## config.mk

```make
export PLATFORM = sky130hd
export DESIGN_NAME = fifo_stream_reader
export DESIGN_NICKNAME = d
export VERILOG_FILES = /design/src/rtl/fifo_rd_pkg.sv /design/src/rtl/fifo_skid_buf.sv /design/src/rtl/fifo_stream_reader.sv
export SDC_FILE = /design/constraint.sdc
export NUM_CORES = 1
export LEC_CHECK = 0
export ABC_AREA = 1
export BUFFER_PORTS_ARGS = -buffer_cell sky130_fd_sc_hd__buf_2
export CORE_ASPECT_RATIO = 0.9
export CORE_UTILIZATION = 39
export CTS_CLUSTER_DIAMETER = 200
export CTS_CLUSTER_SIZE = 12
export DETAILED_ROUTE_END_ITERATION = 10
export GPL_TIMING_DRIVEN = 0
export MAX_ROUTING_LAYER = met4
export PLACE_DENSITY = 0.71
export SKIP_LAST_GASP = 1
export SLEW_MARGIN = 0
export SYNTH_ARGS = -nofsm -noshare
export SYNTH_HDL_FRONTEND = slang
export SYNTH_HIERARCHICAL = 1
export SYNTH_SLANG_ARGS = --single-unit
```

## constraint.sdc

```tcl
create_clock -name i_clk -period 5.73 [get_ports i_clk]
set_input_delay 1.146 -clock i_clk [delete_from_list [all_inputs] [get_ports i_clk]]
set_output_delay 1.146 -clock i_clk [all_outputs]
set_load 0.005 [all_outputs]
```

## src/rtl/fifo_rd_pkg.sv

```systemverilog
// Shared types and constants for the FIFO stream reader.
package fifo_rd_pkg;

  typedef enum logic [1:0] {
    EMPTY = 2'd0,
    ONE   = 2'd1,
    TWO   = 2'd2
  } occ_state_e;

  localparam int SKID_DEPTH     = 2;
  localparam int DEF_DATA_WIDTH = 64;
  localparam int DEF_CNT_WIDTH  = 32;

endpackage

```

## src/rtl/fifo_skid_buf.sv

```systemverilog
// Two-entry head/skid register pair; head is always the oldest word.
module fifo_skid_buf
  import fifo_rd_pkg::*;
#(
  parameter int DATA_WIDTH = DEF_DATA_WIDTH
) (
  input  logic                  i_clk,
  input  logic                  i_rstn,
  input  logic                  i_push,
  input  logic [DATA_WIDTH-1:0] i_push_data,
  input  logic                  i_pop,
  input  logic                  i_flush,
  output logic [DATA_WIDTH-1:0] o_head,
  output logic [1:0]            o_occupancy,
  output logic                  o_valid
);

  occ_state_e            state, state_nxt;
  logic [DATA_WIDTH-1:0] head_q, skid_q;
  logic                  head_ld_push, head_ld_skid, skid_ld;

  always_ff @(posedge i_clk or negedge i_rstn) begin
    if (!i_rstn) state <= EMPTY;
    else         state <= state_nxt;
  end

  // Push is never presented in TWO without a pop; the credit check upstream guarantees it.
  always_comb begin
    state_nxt    = state;
    head_ld_push = 1'b0;
    head_ld_skid = 1'b0;
    skid_ld      = 1'b0;
    if (i_flush) begin
      state_nxt = EMPTY;
    end else begin
      case (state)
        EMPTY: if (i_push) begin
          head_ld_push = 1'b1;
          state_nxt    = ONE;
        end
        ONE: case ({i_pop, i_push})
          2'b11:   head_ld_push = 1'b1;
          2'b10:   state_nxt = EMPTY;
          2'b01: begin
            skid_ld   = 1'b1;
            state_nxt = TWO;
          end
          default: ;
        endcase
        TWO: if (i_pop) begin
          head_ld_skid = 1'b1;
          if (i_push) skid_ld = 1'b1;
          else        state_nxt = ONE;
        end
        default: state_nxt = EMPTY;
      endcase
    end
  end

  always_ff @(posedge i_clk or negedge i_rstn) begin
    if (!i_rstn) begin
      head_q <= '0;
      skid_q <= '0;
    end else begin
      if (head_ld_push)      head_q <= i_push_data;
      else if (head_ld_skid) head_q <= skid_q;
      if (skid_ld)           skid_q <= i_push_data;
    end
  end

  assign o_head      = head_q;
  assign o_occupancy = state;
  assign o_valid     = (state != EMPTY);

endmodule

```

## src/rtl/fifo_stream_reader.sv

```systemverilog
// Drains a synchronous FIFO (1-cycle read latency) into a valid/ready stream.
// Optional transfer counter enabled by FIFO_RD_XFER_CNT_EN.
module fifo_stream_reader
  import fifo_rd_pkg::*;
#(
  parameter int DATA_WIDTH = DEF_DATA_WIDTH,
  parameter int CNT_WIDTH  = DEF_CNT_WIDTH
) (
  input  logic                  i_clk,
  input  logic                  i_rstn,
  output logic                  o_fifo_rd_en,
  input  logic [DATA_WIDTH-1:0] i_fifo_rd_data,
  input  logic                  i_fifo_empty,
  input  logic                  i_flush,
  output logic                  o_valid,
  output logic [DATA_WIDTH-1:0] o_data,
  input  logic                  i_ready,
  output logic [1:0]            o_occupancy
`ifdef FIFO_RD_XFER_CNT_EN
  ,
  output logic [CNT_WIDTH-1:0]  o_xfer_count
`endif
);

  localparam logic [2:0] DEPTH3 = 3'(SKID_DEPTH);

  logic       inflight, discard;
  logic       pop, land;
  logic [2:0] credit;

  // A pop during flush is ignored so it neither frees credit nor counts.
  assign pop    = o_valid && i_ready && !i_flush;
  assign credit = DEPTH3 - {1'b0, o_occupancy} - {2'b00, inflight} + {2'b00, pop};
  assign o_fifo_rd_en = i_rstn && !i_fifo_empty && !i_flush && (credit >= 3'd1);
  assign land   = inflight && !discard;

  always_ff @(posedge i_clk or negedge i_rstn) begin
    if (!i_rstn) begin
      inflight <= 1'b0;
      discard  <= 1'b0;
    end else begin
      inflight <= o_fifo_rd_en;
      discard  <= i_flush && inflight;
    end
  end

  fifo_skid_buf #(.DATA_WIDTH(DATA_WIDTH)) u_skid (
    .i_clk       (i_clk),
    .i_rstn      (i_rstn),
    .i_push      (land),
    .i_push_data (i_fifo_rd_data),
    .i_pop       (pop),
    .i_flush     (i_flush),
    .o_head      (o_data),
    .o_occupancy (o_occupancy),
    .o_valid     (o_valid)
  );

`ifdef FIFO_RD_XFER_CNT_EN
  always_ff @(posedge i_clk or negedge i_rstn) begin
    if (!i_rstn)  o_xfer_count <= '0;
    else if (pop) o_xfer_count <= o_xfer_count + 1'b1;
  end
`endif

endmodule

```

==> metrics <==
critical path cell sequence inv_1, ha_1, inv_1, nand2_1, nor2_1, fa_1, inv_1, ha_1, inv_1, a21oi_1, nor2_1, buf_2; Post-CTS Setup Bufs 0; worst-case clock buffer depth 2; average wire per standard cell roughly 16 µm; gp weighted congestion between 0.8 and 0.9; Area Growth Syn to Fin 21.3%; 1st-iter DRT viols 311; Hold Crit Depth 2; largest net degree at the start of global routing between 70 and 80; Static Leakage 4.55 nW; post-route clock period utilization roughly 64%; Yosys warning total 6; Distinct cells, synth 20; Congestion Overflow GR 0; actual transition at the worst max-transition pin 0.614 ns; core area 17800 µm²; CP Depth 12; Slowest cell on crit path dfrtp_1; worst path bufs/invs 5; register area share after synthesis a little under half; FFs w/ async S/R, synth 100%; Post-Syn Area per Cell 10.2 µm²; top-count cell post-synth nand3_1; final hold vios 0; final WL 17200 µm; post-route cell area slightly below 9000 µm²; first-pass GRT wire length 27900 µm; clock sinks around 130; switching pwr 1.17 mW; worst path required time 4.58 ns; Placed Area ~8200 µm²; Sequential Power Share 43.5%; Total Routing Usage GR 19.8%; cts bufs inserted 17; Clk network pwr share about 27%; P per Cell Area around 410 nW/µm²; internal power approximately 2.3 mW; worst vdd ir 193 µV; dominant cells by area after synthesis dfrtp_1, nand3_2, nand3_1, o21ai_2, buf_6; worst-path maximum fanout 6; Overall Power 3.52 mW; Vias 5484; Synth Net Count a little under 800; Worst setup EP type output port; final setup vio count 0; CTS tree built; status completed; layout cells sized above 1 47.8%; unrepaired setup endpoints after global routing no; nets@finish 933; DP HPWL 11600 µm; Finished Core Util 48.7%; HP Class register to register; area of the mapped netlist ~7100 µm²; Sw Ratio 33.3%; FMAX 271 MHz; Reg clk slew, reported paths 0.06 ns; setup_tns 0 ns; Post-synth EDFFs 0; Logic pwr share 29.4%; worst r2r path cells 11; Final Slew Violations 0; cell row count 46; vias in the first global route roughly 5400; Die ar. 18800 µm²; number of remaining DRC errors 0; post-synth top area cell dfrtp_1; max-cap viol count 0; Post-synth top cells nand3_1, dfrtp_1, nand3_2, inv_1, nand2_1; layout filler cell count around 1700; CTS resizes 0; H-tree Lvls 4; Cells after Synth between 700 and 800; DR pass1 iterations 4; Slew headroom 59.1%; Worst Path Arrival 2.55 ns; initial cell density of the core 40.1%; #FFs+latches synth 132; # IOs between 100 and 150; clk_skew 0.00526 ns; startpoint types register; ys flop type dfrtp_1; Synth top area share 46.3%; Crit Path Category register to output port; antenna viol nets, final 0; number of vias per cell 4.95; Clk Latency, worst-skew pair 0.41 ns; most frequent CP cell inv_1; Die Height 130 µm; slowest stage delay, CP 0.43 ns; clock root cell clkbuf_16; Crit path max-delay family adder cells; initial antenna violation count 1; # hold bufs at CTS 0; # port buffers 136; Final min period 3.69 ns; Die W 145 µm
worst reg2reg max path, cell delays in order (launching register included):
cell,delay (ns)
dfrtp_1,0.43
inv_1,0.11
ha_1,0.23
inv_1,0.11
nand2_1,0.07
nor2_1,0.33
inv_2,0.11
o21ai_2,0.19
buf_4,0.24
buf_2,0.28
nand3_1,0.13
nand3_2,0.09
stage by stage:
| step | instances | hold slack (ns) | worst slack [ns] |
|---|---|---|---|
| 2_1_floorplan | 701 | 0.435 | 2.44 |
| 3_3_place_gp | 1077 | 0.442 | 0.598 |
| 3_5_place_dp | 1078 | 0.447 | 2.04 |
| 4_1_cts | 1106 | 0.459 | 1.99 |
| 5_1_grt | 1107 | 0.486 | 1.70 |
| 6_report | 1107 | 0.458 | 2.04 |
registers in the layout, indices dropped and copies added (netlist names):
register	flops
discard	1
u_skid/o_occupancy	2
u_skid/skid_q	64
inflight	1
u_skid/o_head	64
kinds of logic after synthesis:
logic type                 Yosys count  share of synthesized area (%)
buffers and inverters              138                           11.8
DFF                                132                           46.3
and+or+nand+nor                    358                           32.5
AOI/OAI and AO/OA                   66                           8.05
adders and majority gates            7                           1.33
cell type report:
| cell class | instances | area, µm² | area share, % |
|---|---|---|---|
| tap | 240 | 300 | 3.47 |
| sequential | 132 | 3300 | 38.1 |
| inverter | 83 | 312 | 3.60 |
| clock inverter | 6 | 32.5 | 0.376 |
| buffer | 55 | 533 | 6.15 |
| multi-input combinational | 431 | 2990 | 34.5 |
| clock buffer | 22 | 474 | 5.47 |
| antenna | 1 | 2.50 | 0.0289 |
| timing repair buffer | 137 | 714 | 8.25 |
placed cells by master, fill, tap and decap left out, drive strengths merged:
master	n
dfrtp	132
fa	1
nand2	81
nor2	10
inv	83
buf	192
diode	1
a21oi	1
nor3	4
clkinv	5
nand3	263
o21ai	65
ha	6
clkbuf	22
clkinvlp	1
metal layers:
metal	wire length [µm]	track usage [%]	vias up
met4	176	5.45	0
li1	-	-	2642
met5	0	-	-
met3	909	4.04	15
met1	8030	27.0	2665
met2	8060	29.8	162
power groups by stage:
| stage | clock (mW) | sequential, mW | combinational [mW] |
|---|---|---|---|
| floorplan | 0 | 1.52 | 0.640 |
| global placement | 0 | 1.53 | 1.01 |
| detailed placement | 0 | 1.54 | 1.05 |
| CTS | 0.980 | 1.53 | 1.05 |
| global route | 1.02 | 1.57 | 1.17 |
| finish | 0.953 | 1.53 | 1.04 |
path summary, 6_finish.rpt:
kind                                       start                end  slack [ns]
hold / removal                          inflight            discard        0.46
max in group asynchronous                 i_rstn  u_skid/skid_q[58]        4.25
min in group asynchronous                 i_rstn  u_skid/o_head[27]        0.72
setup / recovery           u_skid/o_occupancy[0]       o_fifo_rd_en        2.04
hold reg to reg                         inflight            discard        0.46
setup reg to reg           u_skid/o_occupancy[0]  u_skid/o_head[14]        3.37
No activity file was read; power rests on OpenSTA's default activity.
